==> src/rtl/mips32_light_port.sv <==
// Memory-mapped traffic-light port: validates CPU-written state codes, drives lamps, enforces a dwell.
// Optional yellow blink is enabled by defining MIPS32_LIGHT_BLINK_EN.
module mips32_light_port #(
    parameter logic [31:0] PORT_ADDR    = 32'h0000_0100,
    parameter int          DWELL_CYCLES = 8,
    parameter int          BLINK_HALF   = 4
) (
    input  logic        clk1,
    input  logic        rst_n,
    input  logic        wr_en,
    input  logic [31:0] wr_addr,
    input  logic [31:0] wr_data,
    output logic        wr_ready,
    output logic        lamp_red,
    output logic        lamp_green,
    output logic        lamp_yellow,
    output logic [1:0]  cur_state,
    output logic        err_illegal,
    output logic [7:0]  trans_count
);

    typedef enum logic [1:0] {
        ST_RED    = 2'd0,
        ST_GREEN  = 2'd1,
        ST_YELLOW = 2'd2
    } light_e;

    typedef enum logic {
        DW_READY = 1'b0,
        DW_HOLD  = 1'b1
    } dwell_e;

    localparam logic [7:0] DWELL_LOAD = 8'(DWELL_CYCLES - 1);

    light_e     r_state;
    dwell_e     r_dwell;
    dwell_e     w_dwell_nxt;
    logic [7:0] r_dwell_cnt;
    logic [7:0] w_dwell_cnt_nxt;
    logic       r_wr_ready;
    logic       r_lamp_red;
    logic       r_lamp_green;
    logic       r_lamp_yellow;
    logic       r_err;
    logic [7:0] r_count;

    logic [1:0] w_code;
    logic [1:0] w_succ;
    logic       w_accept;
    logic       w_legal;
    logic       w_illegal;
    logic       w_unused;

    assign w_code   = wr_data[1:0];
    assign w_unused = ^wr_data[31:2];

    always_comb begin
        w_succ = 2'd0;
        case (r_state)
            ST_RED:   w_succ = 2'd1;
            ST_GREEN: w_succ = 2'd2;
            default:  w_succ = 2'd0;
        endcase
    end

    // wr_ready gates acceptance, so writes arriving mid-dwell are simply dropped.
    assign w_accept  = wr_en && r_wr_ready && (wr_addr == PORT_ADDR);
    assign w_legal   = w_accept && (w_code == w_succ);
    assign w_illegal = w_accept && (w_code != r_state) && (w_code != w_succ);

    // Dwell FSM: state register.
    always_ff @(posedge clk1 or negedge rst_n) begin
        if (!rst_n) begin
            r_dwell     <= DW_READY;
            r_dwell_cnt <= 8'd0;
            r_wr_ready  <= 1'b1;
        end else begin
            // NOTE: sequential state uses non-blocking assignments so every flop samples pre-edge values.
            r_dwell     <= w_dwell_nxt;
            r_dwell_cnt <= w_dwell_cnt_nxt;
            r_wr_ready  <= (w_dwell_nxt == DW_READY);
        end
    end

    // Dwell FSM: next state. Counter reaching 0 releases HOLD on that edge.
    always_comb begin
        // NOTE: defaults first so every path assigns every output and no latch is inferred.
        w_dwell_nxt     = r_dwell;
        w_dwell_cnt_nxt = r_dwell_cnt;
        case (r_dwell)
            DW_READY: begin
                if (w_legal) begin
                    w_dwell_nxt     = DW_HOLD;
                    w_dwell_cnt_nxt = DWELL_LOAD;
                end
            end
            DW_HOLD: begin
                if (r_dwell_cnt == 8'd0) begin
                    w_dwell_nxt = DW_READY;
                end else begin
                    w_dwell_cnt_nxt = r_dwell_cnt - 8'd1;
                end
            end
            default: begin
                w_dwell_nxt     = DW_READY;
                w_dwell_cnt_nxt = 8'd0;
            end
        endcase
    end

    always_ff @(posedge clk1 or negedge rst_n) begin
        if (!rst_n) begin
            r_state      <= ST_RED;
            r_lamp_red   <= 1'b1;
            r_lamp_green <= 1'b0;
            r_err        <= 1'b0;
            r_count      <= 8'd0;
        end else begin
            if (w_illegal) begin
                r_err <= 1'b1;
            end
            if (w_legal) begin
                r_state      <= light_e'(w_code);
                r_lamp_red   <= (w_code == 2'd0);
                r_lamp_green <= (w_code == 2'd1);
                r_count      <= r_count + 8'd1;
            end
        end
    end

`ifdef MIPS32_LIGHT_BLINK_EN
    localparam logic [7:0] BLINK_LAST = 8'(BLINK_HALF - 1);

    logic [7:0] r_blink_cnt;

    // Entering YELLOW restarts the blink with the lamp on; leaving forces it off.
    always_ff @(posedge clk1 or negedge rst_n) begin
        if (!rst_n) begin
            r_lamp_yellow <= 1'b0;
            r_blink_cnt   <= 8'd0;
        end else if (w_legal) begin
            r_lamp_yellow <= (w_code == 2'd2);
            r_blink_cnt   <= 8'd0;
        end else if (r_state == ST_YELLOW) begin
            if (r_blink_cnt == BLINK_LAST) begin
                r_blink_cnt   <= 8'd0;
                r_lamp_yellow <= ~r_lamp_yellow;
            end else begin
                r_blink_cnt <= r_blink_cnt + 8'd1;
            end
        end
    end
`else
    logic [7:0] w_unused_blink;
    assign w_unused_blink = 8'(BLINK_HALF);

    always_ff @(posedge clk1 or negedge rst_n) begin
        if (!rst_n) begin
            r_lamp_yellow <= 1'b0;
        end else if (w_legal) begin
            r_lamp_yellow <= (w_code == 2'd2);
        end
    end
`endif

    assign wr_ready    = r_wr_ready;
    assign lamp_red    = r_lamp_red;
    assign lamp_green  = r_lamp_green;
    assign lamp_yellow = r_lamp_yellow;
    assign cur_state   = r_state;
    assign err_illegal = r_err;
    assign trans_count = r_count;

endmodule
==> config.mk <==
export PLATFORM = sky130hd
export DESIGN_NAME = mips32_light_port
export DESIGN_NICKNAME = d
export VERILOG_FILES = /design/src/rtl/mips32_light_port.sv
export SDC_FILE = /design/constraint.sdc
export NUM_CORES = 1
export LEC_CHECK = 0
export ABC_AREA = 1
export BUFFER_PORTS_ARGS = -buffer_cell sky130_fd_sc_hd__buf_2
export CAP_MARGIN = 20
export CORE_ASPECT_RATIO = 0.5
export CORE_MARGIN = 3
export CORE_UTILIZATION = 48
export CTS_BUF_LIST = sky130_fd_sc_hd__clkbuf_16
export DETAILED_ROUTE_END_ITERATION = 10
export PLACE_DENSITY = 0.93
export SKIP_CTS_REPAIR_TIMING = 1
export SYNTH_ARGS = -nofsm -noshare
export SYNTH_HDL_FRONTEND = slang
export SYNTH_SLANG_ARGS = --single-unit
==> constraint.sdc <==
create_clock -name clk1 -period 2.8 [get_ports clk1]
set_input_delay 0 -clock clk1 [delete_from_list [all_inputs] [get_ports clk1]]
set_output_delay 0 -clock clk1 [all_outputs]
set_load 0.02 [all_outputs]
; Word level (Yosys, flattened, before mapping)
; Cells that the tools add are included.
[word_totals]
out_inout_bits = 15
register_bits = 24
inputBits = 67
[classes]
n_bitwise = 2
n_addsub = 2
n_reduce_logical = 9
eq_ne = 9
n_mux = 7
[ops]
columns = operator, count
row1 = $eq 32x9->1 const B, 1
row2 = $mux 8, 2
row3 = $pmux 8 s2, 1
row4 = $add 8x1->8 const B, 1
row5 = $logic_not 8->1, 1
row6 = $sub 8x1->8 const B, 1
row7 = $logic_and 1x1->1, 5
row8 = $eq 2x1->1 const B, 2
row9 = $logic_not 2->1, 2
row10 = $ne 2x2->1, 2
row11 = $ne 2x2->1 const B, 2
row12 = $pmux 2 s2, 1
row13 = $eq 2x2->1, 1
row14 = $eq 2x2->1 const B, 1
row15 = $mux 1, 2
row16 = $not 1->1, 2
row17 = $pmux 1 s2, 1
row18 = $reduce_and 2->1, 1

; Longest topological paths before layout
[depth]
ltp_word = 7
depth_mapped = 10
mapped_depth_nobuf = 10

; Least setup slack after synthesis
; Ideal clock, no wire load.
[synth_path]
path_kind = flip-flop to flip-flop
startpoint = register r_wr_ready (netlist: wr_ready)
endpoint = register r_dwell_cnt[1]
required_time_ps = 2735
arrival_ps = 1364
setup_slack_ps = 1371
stages_incl_launch_ff = 9
path_cell_list = dfstp_2 nand2_1 nor2_1 nand2_1 nor2_1 nand3_4 nand2_4 nand3_1 nand2_1
[synth_via]
elab_chain_cells = 5
[synth_lines]
columns = item, line
row1 = start: declaration, 40  ; logic r_wr_ready;
row2 = start signal: assignment, 81  ; r_wr_ready <= (w_dwell_nxt == DW_READY);
row3 = $logic_and 1x1->1 (2 in a row), 67  ; assign w_accept = wr_en && r_wr_ready && (wr_addr == PORT_ADDR);
row4 = $logic_and 1x1->1, 68  ; assign w_legal = w_accept && (w_code == w_succ);
row5 = $ne 2x2->1 (no line), n/a
row6 = $reduce_and 2->1 (no line), n/a
row7 = end signal: assignment, 80  ; r_dwell_cnt <= w_dwell_cnt_nxt;
row8 = end: declaration, 38  ; logic [7:0] r_dwell_cnt;
; No other way between the ends.
; A chain may end at the register's enable or synchronous reset.

; Worst setup path in the final report
[layout_path]
startpoint = register r_dwell_cnt[0]
endpoint = register r_dwell_cnt[6]
[layout_via]
elab_chain_cells = 3
elab_cells_between_ends = 6
classes_between = 1 x add/sub / 1 x eq/ne / 2 x mux / 2 x reduce/logical
[layout_lines]
columns = item, line
row1 = $sub 8x1->8 or $logic_not 8->1 (tied branches), "101, 98"
row2 = $mux 8 or $ne 2x2->1 (tied branches), n/a
row3 = $pmux 8 s2 or $reduce_and 2->1 (tied branches), n/a
; Several ways; a longest one is shown, not always the timed one. The select of a mux whose other input is x is not followed.

==> flow_summary.toml <==
[timing]
setup_viol = 0
fin_crit_sh = 0.568
relSlewSlack = 0.652
grt_setup_unrepaired = "no"
tightest_slew_ns = 0.522
drv_slew = 0
clock.fmax_mhz = 629
skew_ns = 0.00326
worst_slack_ns = 1.21
finalCriticalPeriod_ns = 1.59
hold_viol = 0
setup_tns_ns = 0

[pwr]
power.internal_mw = 0.565
p_switching_mw = 0.145
ir_worst_vdd_mv = 0.332
pwr-share-comb = 0.081
p_sw_frac = 0.204
power.share.clock = 0.430
p_leak_nw = 1.01
power.density_mw_per_mm2 = 370
p_seq_frac = 0.489

[setup_path]
worstSetupPathType = "reg -> reg"
r2r_end = "r_dwell_cnt[6]$_DFFE_PN0P_"
startpoint_type = "register"
critPathCaptureType = "register"
rrSetupSlack_ns = 1.21
crit_path_max_fanout = 9
cp.arrival_ns = 1.74
r2r-start = "r_dwell_cnt[0]$_DFFE_PN0P_"
cp_data_required_time_ns = 2.95
reg2reg_depth = 9

[synth]
synth_fp_nets = 290
ys.flop_type = "dfrtp_1"
synthArstFlopShare = 1.00
yosysWarnings = 0
syn_avg_cell_area_um2 = 6.97
yosysUniqueCellTypes = 26
synth_top_cell_by_area = "dfrtp_1"
yosysMostFrequentCell = "nand2_1"
ys_seq_area_frac = 0.393
synth_top_area_frac = 0.359
synth_enable_flop_cells = 0
synth_cells = 220
ys_ff_latch = 24
synth_area_mm2 = 0.00153
synth_area_leaders = "dfrtp_1 (36%), nand2_1 (16%), nor2_1 (12%), nand3_1 (5.2%), inv_1 (4.2%)"
synth_top_cells_by_count = "nand2_1 (66), nor2_1 (49), dfrtp_1 (22), inv_1 (17), nand3_1 (16)"

[floorplanning]
fp.dieArea_mm2 = 0.00395
die_h_um = 46.0
fp.dieW_um = 85.9
io_pins = 82
start_util = 0.545
rows = 13
coreArea_mm2 = 0.00281

[routing]
first_iter_violations = 117
vias = 1564
drt-total-wl_um = 3650
vias_per_cell = 5.01
drtAntennaViolNets = 0
drc_errors = 0
wl_per_cell_um = 11.7
drt-pass1-iter-count = 4

[status]
status = "completed"

[cells_and_area]
fin_nets = 346
antenna_cells = 0
area_delta_synth_final_pct = 25.1
drive_gt1_frac = 0.251

[placement]
routabilityCongestion = 0.820
numPortBuffers = 51
dpl.hpwl_um = 2850
post-place-ws_ns = 1.22

[clocking]
h-tree-depth = 1
cts-root-buf = "clkbuf_16"
clk_pin_slew_ns = 0.06
clock_path_buffers = 2
cts_sinks = 24
insertion_delay_ns = 0.25
cts_buffers = 3
tritoncts = "yes"

[global_routing]
antenna_found_initial = 0
grt_pass1_wl_um = 5860
overflow = 0
grt_pass1_vias = 1445
grt_use_total = 0.191
grt_max_degree = 25

[worst_hold_path]
hold_end = "lamp_red$_DFFE_PN1P_"
hold_path_depth = 4
hold_start = "wr_data[1]"
hp-class = "in -> reg"

[flow_run]
maxCapViolCount = 0
[power groups by stage]
stage               clock network [mW]  logic (mW)  registers, mW
finish                           0.305      0.0577          0.347
global route                     0.325      0.0662          0.347
CTS                              0.310      0.0576          0.347
detailed placement                   0      0.0574          0.353
global placement                     0      0.0552          0.353
floorplan                            0      0.0203          0.353
[through the flow]
stage	hold slack, ns	instance area [µm²]	total power, mW	util	std cells
after global routing	0.0466	1920	0.738	0.682	312
after CTS	-0.267	1910	0.714	0.678	311
final	0.0293	1920	0.710	0.682	312
after floorplan	-0.296	1530	0.374	-	220
after global placement	0.00180	1830	0.408	0.650	307
after detailed placement	0.00584	1830	0.411	0.650	307
[routing by layer]
metal / global-route usage / routed length [µm] / vias to the layer above
li1: - / - / 807
met1: 0.224 / 1510 / 698
met2: 0.349 / 1800 / 57
met3: 0.0451 / 299 / 2
met4: 0.0694 / 36 / 0
met5: 0 / 0 / -
[kinds of logic (layout without fill, tap and decap cells)]
| logic type | Yosys count | in the layout | synth area share |
|---|---|---|---|
| fa+ha+maj | 3 | 3 | 0.0245 |
| simple gates | 146 | 146 | 0.414 |
| xor+xnor | 9 | 9 | 0.0514 |
| compound gates | 15 | 15 | 0.0596 |
| buf+inv | 23 | 78 | 0.0571 |
| flops | 24 | 24 | 0.393 |
[flip-flops by register name (all words and copies together), names as in the netlist]
| name | cells |
|---|---|
| r_dwell | 1 |
| trans_count | 8 |
| wr_ready | 1 |
| lamp_red | 1 |
| err_illegal | 1 |
| r_dwell_cnt | 8 |
| cur_state | 2 |
| lamp_yellow | 1 |
| lamp_green | 1 |
[worst max-delay path by stage]
stage               slack, ns                       start  cells past startpoint                         end
floorplan                1.37          wr_ready$_DFF_PN1_                      8  r_dwell_cnt[1]$_DFFE_PN0P_
global placement         1.30  r_dwell_cnt[0]$_DFFE_PN0P_                      9  r_dwell_cnt[6]$_DFFE_PN0P_
detailed placement       1.22  r_dwell_cnt[0]$_DFFE_PN0P_                      9  r_dwell_cnt[6]$_DFFE_PN0P_
CTS                      1.22  r_dwell_cnt[0]$_DFFE_PN0P_                      9  r_dwell_cnt[6]$_DFFE_PN0P_
global route             1.07          wr_ready$_DFF_PN1_                      8  r_dwell_cnt[3]$_DFFE_PN0P_
finish                   1.21  r_dwell_cnt[0]$_DFFE_PN0P_                      9  r_dwell_cnt[6]$_DFFE_PN0P_
[cell type report]
class                           instances  area, µm²
Clock buffer                            3       75.1
Clock inverter                          1       3.75
Fill cell                             239        896
Inverter                               22       82.6
Multi-Input combinational cell        173        842
Sequential cell                        24        603
Tap cell                               37       46.3
Timing Repair Buffer                   52        265
[layout by cell type, fill, tap and decap left out]
cell type and instances:
nand2_1 66, buf_2 51, nor2_1 49, dfrtp_1 22, inv_1 17, nand3_1 16
xnor2_1 6, o21ai_0 6, inv_2 5, nand4_1 4, o21ai_1 3, xor2_1 3
a21oi_1 3, ha_1 3, clkbuf_16 3, nand2_2 2, nand3_2 2, nor3_1 2
dfstp_2 2, and2_1 1, a21oi_4 1, nand3_4 1, nand2_4 1, nand3b_1 1
nand4_2 1, o211ai_1 1, o21bai_1 1, clkinv_1 1, dlygate4sd3_1 1
[critical path, cell delays in order (launching register included)]
cell and delay (ns):
dfrtp_1 0.39, inv_1 0.11, ha_1 0.17, inv_1 0.04, nor2_1 0.07, nand4_1 0.17, nand2_1 0.30, a21oi_1 0.07
o21ai_0 0.09, nand2_1 0.07
(Power assumes the default switching activity.)
